<file path="src/rtl/data_mem_arbiter_pkg.sv">
// data_mem_arbiter_pkg: shared state encoding and requester indices for the data memory arbiter.
package data_mem_arbiter_pkg;
  typedef enum logic [1:0] {
    IDLE   = 2'd0,
    ACCESS = 2'd1,
    RESP   = 2'd2
  } state_t;
  localparam logic REQ_CPU = 1'b0;
  localparam logic REQ_DBG = 1'b1;
endpackage

</file>
<file path="src/rtl/data_mem_arbiter_rr_arb2.sv">
// rr_arb2: combinational two-way round-robin pick favouring the requester that did not win last.
module rr_arb2 (
  input  logic [1:0] i_req,
  input  logic       i_last,
  output logic       o_valid,
  output logic       o_idx
);
  always_comb begin
    o_valid = |i_req;
    o_idx   = &i_req ? ~i_last : i_req[1];
  end
endmodule

</file>
<file path="src/rtl/data_mem_arbiter.sv">
// data_mem_arbiter: round-robin sequencer giving two requesters serialised access to a single-port data memory.
module data_mem_arbiter
  import data_mem_arbiter_pkg::*;
#(
  parameter int DATA_W   = 32,
  parameter int ADDR_W   = 32,
  parameter int MEM_SIZE = 64
) (
  input  logic              clk,
  input  logic              reset,
  input  logic              m0_req,
  input  logic              m0_we,
  input  logic [ADDR_W-1:0] m0_addr,
  input  logic [DATA_W-1:0] m0_wdata,
  output logic              m0_ack,
  output logic              m0_err,
  output logic [DATA_W-1:0] m0_rdata,
  input  logic              m1_req,
  input  logic              m1_we,
  input  logic [ADDR_W-1:0] m1_addr,
  input  logic [DATA_W-1:0] m1_wdata,
  output logic              m1_ack,
  output logic              m1_err,
  output logic [DATA_W-1:0] m1_rdata,
  output logic              mem_read,
  output logic              mem_write,
  output logic [ADDR_W-1:0] mem_address,
  output logic [DATA_W-1:0] mem_write_data,
  input  logic [DATA_W-1:0] mem_read_data
);
  state_t r_state;
  logic r_sel, r_we, r_last;
  logic w_valid, w_idx, w_we, w_in_range;
  logic [ADDR_W-1:0] w_addr;
  logic [DATA_W-1:0] w_wdata;

  rr_arb2 u_arb (
    .i_req  ({m1_req, m0_req}),
    .i_last (r_last),
    .o_valid(w_valid),
    .o_idx  (w_idx)
  );

  always_comb begin
    w_we       = w_idx ? m1_we : m0_we;
    w_addr     = w_idx ? m1_addr : m0_addr;
    w_wdata    = w_idx ? m1_wdata : m0_wdata;
    w_in_range = w_addr < ADDR_W'(MEM_SIZE);
  end

  always_ff @(posedge clk) begin
    if (reset) begin
      r_state        <= IDLE;
      r_sel          <= REQ_CPU;
      r_we           <= 1'b0;
      r_last         <= REQ_DBG;
      m0_ack         <= 1'b0;
      m0_err         <= 1'b0;
      m0_rdata       <= '0;
      m1_ack         <= 1'b0;
      m1_err         <= 1'b0;
      m1_rdata       <= '0;
      mem_read       <= 1'b0;
      mem_write      <= 1'b0;
      mem_address    <= '0;
      mem_write_data <= '0;
    end else begin
      case (r_state)
        IDLE: if (w_valid) begin
          r_sel  <= w_idx;
          r_we   <= w_we;
          r_last <= w_idx;
          if (w_in_range) begin
            r_state     <= ACCESS;
            mem_address <= w_addr;
            mem_read    <= !w_we;
            mem_write   <= w_we;
            if (w_we) mem_write_data <= w_wdata;
          end else begin
            // out-of-range requests skip memory entirely and answer with an error
            r_state <= RESP;
            if (w_idx == REQ_DBG) begin
              m1_ack   <= 1'b1;
              m1_err   <= 1'b1;
              m1_rdata <= '0;
            end else begin
              m0_ack   <= 1'b1;
              m0_err   <= 1'b1;
              m0_rdata <= '0;
            end
          end
        end
        ACCESS: begin
          r_state   <= RESP;
          mem_read  <= 1'b0;
          mem_write <= 1'b0;
          if (r_sel == REQ_DBG) begin
            m1_ack   <= 1'b1;
            m1_err   <= 1'b0;
            m1_rdata <= r_we ? '0 : mem_read_data;
          end else begin
            m0_ack   <= 1'b1;
            m0_err   <= 1'b0;
            m0_rdata <= r_we ? '0 : mem_read_data;
          end
        end
        RESP: begin
          r_state <= IDLE;
          m0_ack  <= 1'b0;
          m0_err  <= 1'b0;
          m1_ack  <= 1'b0;
          m1_err  <= 1'b0;
        end
        default: r_state <= IDLE;
      endcase
    end
  end
endmodule

</file>
<file path="config.mk">
export PLATFORM = sky130hd
export DESIGN_NAME = data_mem_arbiter
export DESIGN_NICKNAME = d
export VERILOG_FILES = /design/src/rtl/data_mem_arbiter_pkg.sv /design/src/rtl/data_mem_arbiter_rr_arb2.sv /design/src/rtl/data_mem_arbiter.sv
export SDC_FILE = /design/constraint.sdc
export NUM_CORES = 1
export LEC_CHECK = 0
export ABC_AREA = 1
export CAP_MARGIN = 20
export CORE_ASPECT_RATIO = 1.5
export CORE_MARGIN = 2
export CORE_UTILIZATION = 30
export CTS_BUF_LIST = sky130_fd_sc_hd__clkbuf_2
export DETAILED_ROUTE_END_ITERATION = 16
export GPL_ROUTABILITY_DRIVEN = 0
export MAX_ROUTING_LAYER = met4
export SLEW_MARGIN = 20
export SYNTH_ARGS = -nofsm -noshare
export SYNTH_HDL_FRONTEND = slang
export SYNTH_SLANG_ARGS = --single-unit
</file>
<file path="constraint.sdc">
create_clock -name clk -period 2.12 [get_ports clk]
set_input_delay 0.424 -clock clk [delete_from_list [all_inputs] [get_ports clk]]
set_output_delay 0.424 -clock clk [all_outputs]
set_load 0.005 [all_outputs]
</file>
==> flow_summary_export.csv <==
group,metric,value,unit
status,status,"finished clean",
setup_path,worstReg2RegStart,"r_last$_SDFFE_PP1P_",
logic_synthesis,yosysSeqAreaShare,42.6,%
sta,slew_headroom,69.1,%
pwr,switchingPower,1770,uW
setup_path,cpMaxStageDelayCell,"dfxtp_4",
setup_path,path_buf_inv,3,
logic_synthesis,yosysTopAreaCell,"dfxtp_1",
setup_path,r2r-end,"mem_write_data[11]$_SDFFE_PP0P_",
placed_design,port_buffers,299,
drt,drt_first_pass_iters,5,
clock_network,clk_path_buf_depth,2,
pwr,netSwitchingFraction,29.5,%
sta,worst_slack,0.0842,ns
clock_network,clock_latency,0.71,ns
setup_path,critPathCaptureType,"flop",
pwr,power.density,567,nW/um2
clock_network,cts_made_buffers,17,
sta,rsz0062_at_grt,"true",
setup_path,critPathLaunch,"r_last$_SDFFE_PP1P_",
drt,wire_per_inst,13.5,um
setup_path,critPathCapture,"mem_write_data[11]$_SDFFE_PP0P_",
logic_synthesis,synth_top_cell_area_share,42.6,%
setup_path,critical_path_required,2.76,ns
setup_path,worst_path_largest_cell_delay,0.40,ns
placed_design,dp.cells,1562,
cells_and_area,final_cells,1606,
die,rows,66,
clock_network,cts.sinks,139,
logic_synthesis,avgSynthCellArea,6.48,um2
grt,grt_max_degree,47,
sta,final-setup-viol-count,0,
pwr,p_comb_share,24.2,%
grt,grt_pass1_vias,6738,
logic_synthesis,syn_inst,1008,
drt,viasPerCell,4.34,
grt,gr-usage-all-layers,19.1,%
die,die_w,124,um
drt,drtAntennaViolNets,0,
cells_and_area,most-common-layout-cells,"299 x nand2_1, 216 x nor2_1, 169 x clkdlybuf4s50_1, 130 x inv_1, 122 x dfxtp_2",
grt,grt-ovfl-total,0,
sta,fin_crit,2.04,ns
setup_path,start_kind,"flop",
drt,drc_errors,0,
pwr,seqPwrFrac,47.6,%
setup_path,critical-path-top-delay-family,"simple AND/OR/NAND/NOR gates",
setup_path,cp_cell_sequence,"nand2_4 -> buf_6 -> nand3_1 -> nand2_1 -> nand2_1 -> nor2_1 -> nand2_1 -> nor2_4 -> buf_12 -> nand3_4 -> nor2_4 -> buf_12 -> o21bai_1 -> nor2_1",
pwr,clkPwrFrac,28.2,%
sta,hold_violations,0,
grt,antenna_found_initial,1,
setup_path,crit_type,"reg2reg",
cells_and_area,finalNetCount,1490,
logic_synthesis,ys_warn_count,0,
clock_network,clk_pin_slew,0.20,ns
die,dieArea,23000,um2
logic_synthesis,async_reset_ff_share,0,%
pwr,leakagePower,0.00629,uW
cells_and_area,regArea,2940,um2
placed_design,pre_cts_slack,-0.500,ns
sta,finalClockSkew,0.0192,ns
drt,vias,6970,
logic_synthesis,synth_ff_type,"dfxtp_1",
logic_synthesis,syn-num-nets,1178,
setup_path,ff2ff_path_depth,14,
cells_and_area,fin_util,49.1,%
logic_synthesis,synth_edf_count,0,
setup_path,crit_top_cell,"nand2_1",
pwr,internal-power,4240,uW
pwr,peakVddDrop,320,uV
clock_network,cts_max_level,4,
sta,max_freq,491,MHz
cells_and_area,multi_input_area,3030,um2
sta,min_period_over_period,96.0,%
cells_and_area,area_growth,62.2,%
placed_design,dpl_cell_area,10000,um2
cells_and_area,layout_commonest_cell,"nand2_1",
sta,slew_viol_final,0,
logic_synthesis,netlist_area,6530,um2
min_path,holdCritPathClass,"in2reg",
cells_and_area,fin_area,10600,um2
sta,hold_slack,0.341,ns
job,cap_violations,0,
clock_network,root_buffer,"clkbuf_2",
die,fp.dieH,185,um
clock_network,cts_tree,"done",
logic_synthesis,synth.distinct_cells,26,
grt,grt_pass1_wl,34000,um
cells_and_area,final_layout_size_suffix_gt1_share,17.1,%
sta,worst_slew_pin_slew,0.464,ns
setup_path,crit_fanout,32,
logic_synthesis,synth_area_leaders,"dfxtp_1 43%, nand2_1 17%, nor2_1 13%, inv_1 7.5%, o21bai_1 3.7%",
drt,wirelength,21800,um
setup_path,crit_cells,14,
logic_synthesis,synth.ff_latch_count,139,
drt,drtIter0Drc,317,
setup_path,r2r_slack,0.08,ns
setup_path,crit_arrival,2.68,ns
die,core-area,21600,um2
die,ios,300,
die,start_util,30.3,%
placed_design,hpwl,16400,um
cells_and_area,fill_cells,2268,
[kinds of logic (layout without fill, tap and decap cells)]
group	count (synthesis)	after routing	synth area share (%)
AND/OR/NAND/NOR	600	600	37.6
other	0	1	0
buffers and inverters	189	514	11.9
flip-flops	139	139	42.6
AO/OA/AOI/OAI	76	76	7.15
adder cells (fa/ha/maj)	4	4	0.766
[final cells by class]
cell class / instances / area share [%]
Timing Repair Buffer: 349 / 33.2
Multi-Input combinational cell: 680 / 28.6
Sequential cell: 139 / 27.7
Inverter: 133 / 4.71
Tap cell: 272 / 3.21
Clock inverter: 14 / 1.61
Clock buffer: 18 / 0.850
Antenna cell: 1 / 0.0236
[worst reg2reg max path, delay by kind of cell (launching register included)]
family | cells | cell delay [ns]
buf+inv | 3 | 0.50
compound gates | 1 | 0.09
flops | 1 | 0.40
simple gates | 10 | 1.00
[what timing repair did]
action                                  CTS  global route
gates cloned                              0             3
hold buffers                              0             0
pin swaps                                 0             4
resized for setup                       210            69
endpoints found under the setup margin  126           139
setup buffers                             2             6
[flip-flops by register name, indices dropped and copies added (netlist names), 2 cells and up]
signal,flops
m0_rdata,32
m1_rdata,32
mem_address,32
mem_write_data,32
r_state,2
[cell usage after synthesis (2+ instances only)]
| cell | count |
|---|---|
| a21oi_1 | 5 |
| buf_2 | 10 |
| buf_4 | 9 |
| buf_6 | 3 |
| clkbuf_1 | 34 |
| dfxtp_1 | 139 |
| ha_1 | 4 |
| inv_1 | 131 |
| inv_2 | 2 |
| nand2_1 | 301 |
| nand2_2 | 3 |
| nand3_1 | 36 |
| nand3b_1 | 21 |
| nand4_1 | 9 |
| nor2_1 | 223 |
| nor2_4 | 3 |
| o21ai_0 | 35 |
| o21bai_1 | 32 |
[per-stage QoR]
| step | total power [uW] | setup TNS, ns |
|---|---|---|
| after detailed placement | 4350 | -57.89 |
| after global routing | 6380 | -2.76 |
| after floorplan | 3540 | 0 |
| after CTS | 6040 | 0 |
| final | 6000 | 0 |
| after global placement | 4340 | -55.83 |
[power by group through the flow]
stage,Sequential [uW],Clock (uW),Combinational [uW]
2_1_floorplan,2900,0,639
3_3_place_gp,2890,0,1450
3_5_place_dp,2900,0,1460
4_1_cts,2860,1770,1410
5_1_grt,2890,1880,1620
6_report,2860,1690,1450
[worst min path at each step]
stage | from | to | slack (ns) | cells after the start
3_3_place_gp | mem_address[15]$_SDFFE_PP0P_ | mem_address[15]$_SDFFE_PP0P_ | 0.44 | 2
4_1_cts | mem_read_data[7] | m1_rdata[7]$_SDFFE_PP0P_ | 0.22 | 5
6_report | mem_read_data[5] | m1_rdata[5]$_SDFFE_PP0P_ | 0.34 | 5
2_1_floorplan | r_last$_SDFFE_PP1P_ | r_last$_SDFFE_PP1P_ | 0.45 | 2
3_5_place_dp | mem_address[29]$_SDFFE_PP0P_ | mem_address[29]$_SDFFE_PP0P_ | 0.44 | 2
5_1_grt | mem_read_data[16] | m0_rdata[16]$_SDFFE_PP0P_ | 0.26 | 5
[per-layer routing]
layer | part of all wire, % | GRT usage [%] | up-vias
met3 | 5.2 | 4.56 | 35
met5 | 0 | - | -
met2 | 53 | 35.1 | 229
met4 | 2.9 | 7.64 | 0
li1 | - | - | 3645
met1 | 39 | 19.4 | 3061
No activity file was read; power rests on OpenSTA's default activity.
